$ cat config.mk
export PLATFORM = sky130hd
export DESIGN_NAME = output_accum_scheduler_flat
export DESIGN_NICKNAME = d
export VERILOG_FILES = /design/src/rtl/conv_pkg.sv /design/src/rtl/output_accum_scheduler_if.sv /design/src/rtl/accum_hazard_window.sv /design/src/rtl/output_accum_scheduler.sv /design/src/flat_wrapper.sv
export SDC_FILE = /design/constraint.sdc
export NUM_CORES = 1
export LEC_CHECK = 0
export ABC_AREA = 1
export CORE_UTILIZATION = 45
export CTS_CLUSTER_DIAMETER = 30
export DETAILED_ROUTE_END_ITERATION = 12
export PLACE_DENSITY = 0.73
export SLEW_MARGIN = 10
export SYNTH_ARGS = -nofsm -noshare
export SYNTH_HDL_FRONTEND = slang
export SYNTH_HIERARCHICAL = 1
export SYNTH_SLANG_ARGS = --single-unit
$ cat constraint.sdc
create_clock -name clk -period 2.7 [get_ports clk]
set_input_delay 0.27 -clock clk [delete_from_list [all_inputs] [get_ports clk]]
set_output_delay 0.27 -clock clk [all_outputs]
set_load 0.005 [all_outputs]
$ cat src/rtl/conv_pkg.sv
// Shared types and dimensions for the convolution output path.
// RMW_GAP lives here so the accumulator pipeline depth is defined once.
package conv_pkg;

    localparam int unsigned ADDR_W  = 13;
    localparam int unsigned DATA_W  = 24;
    localparam int unsigned PASS_W  = 8;
    localparam int unsigned RMW_GAP = 4;

    // Encodings kept as plain constants so legacy code can still compare against them.
    localparam logic [1:0] S_IDLE  = 2'd0;
    localparam logic [1:0] S_RUN   = 2'd1;
    localparam logic [1:0] S_DRAIN = 2'd2;
    localparam logic [1:0] S_DONE  = 2'd3;

    typedef enum logic [1:0] {
        IDLE  = S_IDLE,
        RUN   = S_RUN,
        DRAIN = S_DRAIN,
        DONE  = S_DONE
    } sched_state_t;

endpackage

$ cat src/rtl/output_accum_scheduler_if.sv
// Control, partial-sum stream and accumulator issue signals of the scheduler.
interface output_accum_scheduler_if;
    import conv_pkg::*;

    logic              start;
    logic [ADDR_W-1:0] cfg_pixels;
    logic [PASS_W-1:0] cfg_passes;
    logic              in_valid;
    logic [DATA_W-1:0] in_data;
    logic              in_ready;
    logic              acc_valid;
    logic [ADDR_W-1:0] acc_address;
    logic [DATA_W-1:0] acc_data;
    logic              acc_first;
    logic              busy;
    logic              done;

    modport master (
        output start, cfg_pixels, cfg_passes, in_valid, in_data,
        input  in_ready, acc_valid, acc_address, acc_data, acc_first, busy, done
    );

    modport slave (
        input  start, cfg_pixels, cfg_passes, in_valid, in_data,
        output in_ready, acc_valid, acc_address, acc_data, acc_first, busy, done
    );

endinterface

$ cat src/rtl/accum_hazard_window.sv
// Shift register of recently issued accumulator addresses; flags a probe that
// would land inside the read-modify-write window of an earlier issue.
module accum_hazard_window #(
    parameter int unsigned DEPTH  = 3,
    parameter int unsigned ADDR_W = 13
) (
    input  logic              clk,
    input  logic              rst_n,
    input  logic              push_i,
    input  logic [ADDR_W-1:0] push_addr_i,
    input  logic [ADDR_W-1:0] probe_addr_i,
    output logic              hit_o
);

    logic [DEPTH-1:0]  vld_q;
    logic [ADDR_W-1:0] addr_q [DEPTH];

    // Entries age every cycle; an idle cycle shifts in an invalid slot.
    always_ff @(posedge clk or negedge rst_n) begin
        if (!rst_n) begin
            vld_q <= '0;
            for (int unsigned i = 0; i < DEPTH; i++) begin
                addr_q[i] <= '0;
            end
        end else begin
            for (int unsigned i = DEPTH - 1; i > 0; i--) begin
                vld_q[i]  <= vld_q[i-1];
                addr_q[i] <= addr_q[i-1];
            end
            vld_q[0]  <= push_i;
            addr_q[0] <= push_addr_i;
        end
    end

    always_comb begin
        hit_o = 1'b0;
        for (int unsigned i = 0; i < DEPTH; i++) begin
            if (vld_q[i] && (addr_q[i] == probe_addr_i)) begin
                hit_o = 1'b1;
            end
        end
    end

endmodule

$ cat src/rtl/output_accum_scheduler.sv
// Sequences partial sums into the output accumulator across all input-channel
// passes, marking first-pass writes and stalling on read-modify-write hazards.
module output_accum_scheduler
    import conv_pkg::*;
(
    input  logic                    clk,
    input  logic                    rst_n,
    output_accum_scheduler_if.slave bus
);

    localparam int unsigned DRAIN_W = $clog2(RMW_GAP + 1);

    sched_state_t       state_q, state_d;
    logic [ADDR_W-1:0]  pix_q, pix_d;
    logic [ADDR_W-1:0]  pix_last_q, pix_last_d;
    logic [PASS_W-1:0]  pass_q, pass_d;
    logic [PASS_W-1:0]  pass_last_q, pass_last_d;
    logic [DRAIN_W-1:0] drain_q, drain_d;
    logic               acc_valid_q, acc_valid_d;
    logic               acc_first_q, acc_first_d;
    logic [ADDR_W-1:0]  acc_addr_q, acc_addr_d;
    logic [DATA_W-1:0]  acc_data_q, acc_data_d;
    logic               hit;
    logic               ready;
    logic               xfer;

    accum_hazard_window #(
        .DEPTH  (RMW_GAP - 1),
        .ADDR_W (ADDR_W)
    ) u_window (
        .clk          (clk),
        .rst_n        (rst_n),
        .push_i       (xfer),
        .push_addr_i  (pix_q),
        .probe_addr_i (pix_q),
        .hit_o        (hit)
    );

    // Ready depends only on registered state, never on in_valid.
    assign ready = (state_q == RUN) && !hit;
    assign xfer  = ready && bus.in_valid;

    always_comb begin
        state_d     = state_q;
        pix_d       = pix_q;
        pix_last_d  = pix_last_q;
        pass_d      = pass_q;
        pass_last_d = pass_last_q;
        drain_d     = drain_q;
        acc_valid_d = xfer;
        acc_first_d = acc_first_q;
        acc_addr_d  = acc_addr_q;
        acc_data_d  = acc_data_q;

        if (xfer) begin
            acc_addr_d  = pix_q;
            acc_data_d  = bus.in_data;
            acc_first_d = (pass_q == '0);
        end

        case (state_q)
            IDLE: begin
                if (bus.start) begin
                    // cfg_pixels of 0 wraps to all-ones, i.e. 2^ADDR_W pixels.
                    pix_last_d  = bus.cfg_pixels - ADDR_W'(1);
                    pass_last_d = (bus.cfg_passes == '0) ? '0 : bus.cfg_passes - PASS_W'(1);
                    pix_d       = '0;
                    pass_d      = '0;
                    state_d     = RUN;
                end
            end
            RUN: begin
                if (xfer) begin
                    if (pix_q == pix_last_q) begin
                        pix_d = '0;
                        if (pass_q == pass_last_q) begin
                            state_d = DRAIN;
                            drain_d = '0;
                        end else begin
                            pass_d = pass_q + PASS_W'(1);
                        end
                    end else begin
                        pix_d = pix_q + ADDR_W'(1);
                    end
                end
            end
            DRAIN: begin
                if (drain_q == DRAIN_W'(RMW_GAP)) begin
                    state_d = DONE;
                end else begin
                    drain_d = drain_q + DRAIN_W'(1);
                end
            end
            DONE: begin
                state_d = IDLE;
            end
            default: begin
                state_d = IDLE;
            end
        endcase
    end

    always_ff @(posedge clk or negedge rst_n) begin
        if (!rst_n) begin
            state_q     <= IDLE;
            pix_q       <= '0;
            pix_last_q  <= '0;
            pass_q      <= '0;
            pass_last_q <= '0;
            drain_q     <= '0;
            acc_valid_q <= 1'b0;
            acc_first_q <= 1'b0;
            acc_addr_q  <= '0;
            acc_data_q  <= '0;
        end else begin
            state_q     <= state_d;
            pix_q       <= pix_d;
            pix_last_q  <= pix_last_d;
            pass_q      <= pass_d;
            pass_last_q <= pass_last_d;
            drain_q     <= drain_d;
            acc_valid_q <= acc_valid_d;
            acc_first_q <= acc_first_d;
            acc_addr_q  <= acc_addr_d;
            acc_data_q  <= acc_data_d;
        end
    end

    assign bus.in_ready    = ready;
    assign bus.acc_valid   = acc_valid_q;
    assign bus.acc_address = acc_addr_q;
    assign bus.acc_data    = acc_data_q;
    assign bus.acc_first   = acc_first_q;
    assign bus.busy        = (state_q == RUN) || (state_q == DRAIN);
    assign bus.done        = (state_q == DONE);

endmodule

$ cat src/flat_wrapper.sv
// flat-port wrapper written by rule: the top's interface ports become plain ports
module output_accum_scheduler_flat import conv_pkg::*;
  (clk, rst_n, bus_start, bus_cfg_pixels, bus_cfg_passes, bus_in_valid, bus_in_data, bus_in_ready, bus_acc_valid, bus_acc_address, bus_acc_data, bus_acc_first, bus_busy, bus_done);
  output_accum_scheduler_if bus_i ();
  input  logic clk;
  input  logic rst_n;
  input wire logic [$bits(bus_i.start)-1:0] bus_start;
  input wire logic [$bits(bus_i.cfg_pixels)-1:0] bus_cfg_pixels;
  input wire logic [$bits(bus_i.cfg_passes)-1:0] bus_cfg_passes;
  input wire logic [$bits(bus_i.in_valid)-1:0] bus_in_valid;
  input wire logic [$bits(bus_i.in_data)-1:0] bus_in_data;
  output wire logic [$bits(bus_i.in_ready)-1:0] bus_in_ready;
  output wire logic [$bits(bus_i.acc_valid)-1:0] bus_acc_valid;
  output wire logic [$bits(bus_i.acc_address)-1:0] bus_acc_address;
  output wire logic [$bits(bus_i.acc_data)-1:0] bus_acc_data;
  output wire logic [$bits(bus_i.acc_first)-1:0] bus_acc_first;
  output wire logic [$bits(bus_i.busy)-1:0] bus_busy;
  output wire logic [$bits(bus_i.done)-1:0] bus_done;
  assign bus_i.start = bus_start;
  assign bus_i.cfg_pixels = bus_cfg_pixels;
  assign bus_i.cfg_passes = bus_cfg_passes;
  assign bus_i.in_valid = bus_in_valid;
  assign bus_i.in_data = bus_in_data;
  assign bus_in_ready = bus_i.in_ready;
  assign bus_acc_valid = bus_i.acc_valid;
  assign bus_acc_address = bus_i.acc_address;
  assign bus_acc_data = bus_i.acc_data;
  assign bus_acc_first = bus_i.acc_first;
  assign bus_busy = bus_i.busy;
  assign bus_done = bus_i.done;
  output_accum_scheduler u_core (.clk(clk), .rst_n(rst_n), .bus(bus_i));
endmodule
==> results.yml <==
die:
  dieArea_um2: 14500
  coreArea_um2: 13500
  ios: 91
  num_rows: 42
  initial_core_util_pct: 46.7
  fp.dieH_um: 120
  chipWidth_um: 120
final_layout:
  multi_input_area_um2: 2580
  seqCellArea_um2: 3200
  antennaDiodeCount: 0
  final_cells: 1110
  syn2layout_area_growth_pct: 29.0
  fin_nets: 982
  layout-drive-gt1-share_pct: 7.17
  fillCellCount: 1207
sta:
  fin_worst_skew_ns: 0.00998
  hold_viol_final: 0
  slew_violations: 0
  tns_ns: 0
  setup_viol: 0
  worstMarginPinSlew_ns: 0.490
  min_period_over_period_pct: 93.1
  period_minus_slack_ns: 2.51
  fmax_mhz: 398
  worst_hold_slack_ns: 0.373
  rsz0062_at_grt: "false"
  relSlewSlack_pct: 67.3
drt:
  wl_met3_um: 727
  drc_errors: 0
  drt_iter0_drc: 368
  avgViaCountPerCell: 4.94
  wl_met2_um: 7770
  vias: 5481
  firstDrtPassIters: 7
  wl_per_cell_um: 13.8
  antenna_left: 0
  top_layer: "met4"
  drt-met1-wl_um: 6570
  drt_wl_total_um: 15300
synth:
  synth_nets: 879
  seq_area_frac_synth_pct: 50.9
  ys_seq_elements: 128
  synth_area_leaders: "dfrtp_1 51%, nand2_1 20%, inv_1 6.0%"
  avgSynthCellArea_um2: 7.69
  yosysTopAreaCell: "dfrtp_1"
  synth_cells: 818
  synth_top_area_share_pct: 50.9
  ys_types: 31
  ys_warn_count: 6
  syn_area_um2: 6290
clocking:
  clk_path_buf_depth: 2
  cts_sinks: 128
  cts_root_buf: "clkbuf_16"
  clk_pin_slew_worst_paths_ns: 0.05
  worstSkewPairLatency_ns: 0.41
  cts_buffers: 17
  tritoncts: "yes"
  htreeDepth: 4
placement:
  routabilityCongestion: 0.918
  place_hpwl_um: 10800
  port_buffers: 90
  placed_cells: 1077
worst_setup_path:
  r2r_setup_slack_ns: 0.28
  arrival_ns: 2.24
  worstPathRequired_ns: 2.43
  r2r_cells: 17
  crit_fanout: 4
  r2r_start: "u_core/pix_q[1]$_DFFE_PN0P_"
  endpoint_kind: "output pin"
  start_kind: "flop"
  worstSetupPathType: "flop to output pin"
  r2r_end: "u_core/pix_q[11]$_DFFE_PN0P_"
power:
  leakage_uw: 0.00399
  power_per_cell_area_nw_per_um2: 991
  ir_drop_v: 0.000525
  finalPower_uw: 8040
outcome:
  status: "finished clean"
global_route:
  grt_max_degree: 64
  grt_pass1_wl_um: 25300
  antenna_found_initial: 0
  grt_pass1_vias: 5348
  track_usage_pct: 22.5
  grt_overflow: 0
min_path:
  min_path_type: "primary input to async pin"
job:
  maxCapViolations: 0
==> through the flow <==
step | setup WS, ns | instance area, um2 | utilization, %
global route | 0.0362 | 8110 | 60.3
detailed placement | 0.348 | 7410 | 55.1
floorplan | 0.706 | 6290 | -
finish | 0.187 | 8110 | 60.3
global placement | 0.430 | 7410 | 55.1
CTS | 0.189 | 8110 | 60.3
==> critical path, stage by stage (launching register included) <==
cell and delay [ns]:
dfrtp_1 0.43, inv_1 0.11, or2_0 0.21, o211ai_1 0.11
nor2_1 0.07, nand2_1 0.08, nand3_2 0.11, nor2_4 0.17
clkdlybuf4s50_1 0.55
==> cell families after synthesis <==
family,Yosys count,synth area share (%)
xor gates and xnor gates,24,3.34
AOI/OAI and AO/OA,70,5.87
buffers and inverters,129,8.04
DFF,128,50.9
adders and majority gates,12,2.39
and+or+nand+nor,455,29.4
==> routing by layer <==
metal  GRT usage, %  vias up
met5              0        -
met3           4.67       24
met1           28.1     2577
li1               -     2722
met2           38.6      158
met4           7.87        0
==> worst max-delay path by stage <==
stage / startpoint / endpoint / slack [ns] / cells after the start
6_report: u_core/pix_q[1]$_DFFE_PN0P_ / bus_in_ready / 0.19 / 8
4_1_cts: u_core/pix_q[5]$_DFFE_PN0P_ / bus_in_ready / 0.19 / 9
2_1_floorplan: u_core/pix_q[1]$_DFFE_PN0P_ / u_core/pix_q[12]$_DFFE_PN0P_ / 0.71 / 16
3_5_place_dp: u_core/pix_q[5]$_DFFE_PN0P_ / u_core/pix_q[11]$_DFFE_PN0P_ / 0.35 / 18
3_3_place_gp: u_core/pix_q[5]$_DFFE_PN0P_ / u_core/pix_q[11]$_DFFE_PN0P_ / 0.43 / 19
5_1_grt: u_core/pix_q[9]$_DFFE_PN0P_ / bus_in_ready / 0.04 / 9
==> power breakdown <==
| part | internal, uW | switching, uW |
|---|---|---|
| clock | 1780 | 844 |
| combinational | 1170 | 1450 |
| sequential | 2420 | 358 |
| total | 5380 | 2660 |
==> synth_stat cells <==
library cell	number
or2_2	2
nand2_4	2
nand2_1	330
or2_0	1
dfrtp_1	128
nor4_1	1
ha_1	12
buf_6	1
o211ai_1	3
clkbuf_1	10
nand4_1	19
buf_2	5
xor2_1	11
a31oi_1	2
inv_2	10
nor2_1	72
a21oi_1	14
xnor2_1	13
and3_1	3
nand3_1	11
o21ai_0	41
o22ai_1	5
inv_1	101
buf_4	2
o21ai_1	4
nand2_2	1
o31ai_1	1
nand3_2	3
nor2_4	2
nor3_1	6
nor2_2	2
==> timing repair <==
action | in CTS | in global routing
buffers inserted | 0 | 0
hold buffers | 1 | 0
endpoints found under the setup margin | 0 | 1
endpoints found under the hold margin | 37 | 0
gates resized for setup | 0 | 1
==> registers in the layout, indices dropped and copies added, names as in the netlist <==
name                    cells
u_core/pix_last_q          13
u_core/bus.acc_first        1
u_core/u_window/addr_q     39
u_core/bus.acc_data        24
u_core/bus.acc_address     13
u_core/drain_q              3
u_core/pass_q               8
u_core/state_q              2
u_core/u_window/vld_q       3
u_core/pass_last_q          8
u_core/bus.acc_valid        1
u_core/pix_q               13
==> cell type report <==
class,instances,area share (%)
Sequential cell,128,39.5
Clock inverter,13,2.87
Inverter,111,5.14
Timing Repair Buffer,102,12.4
Tap cell,176,2.72
Multi-Input combinational cell,561,31.8
Clock buffer,19,5.58
==> cells in the final DEF (no fill, tap or decap), types with 12 or more instances in the layout <==
cell and n:
clkbuf_16 17, nand4_1 19, clkdlybuf4s50_1 89, inv_1 101, dfrtp_1 127, xnor2_1 13
o21ai_0 41, a21oi_1 14, nand2_1 330, nor2_1 72, ha_1 12
No activity file was read; power rests on OpenSTA's default activity.
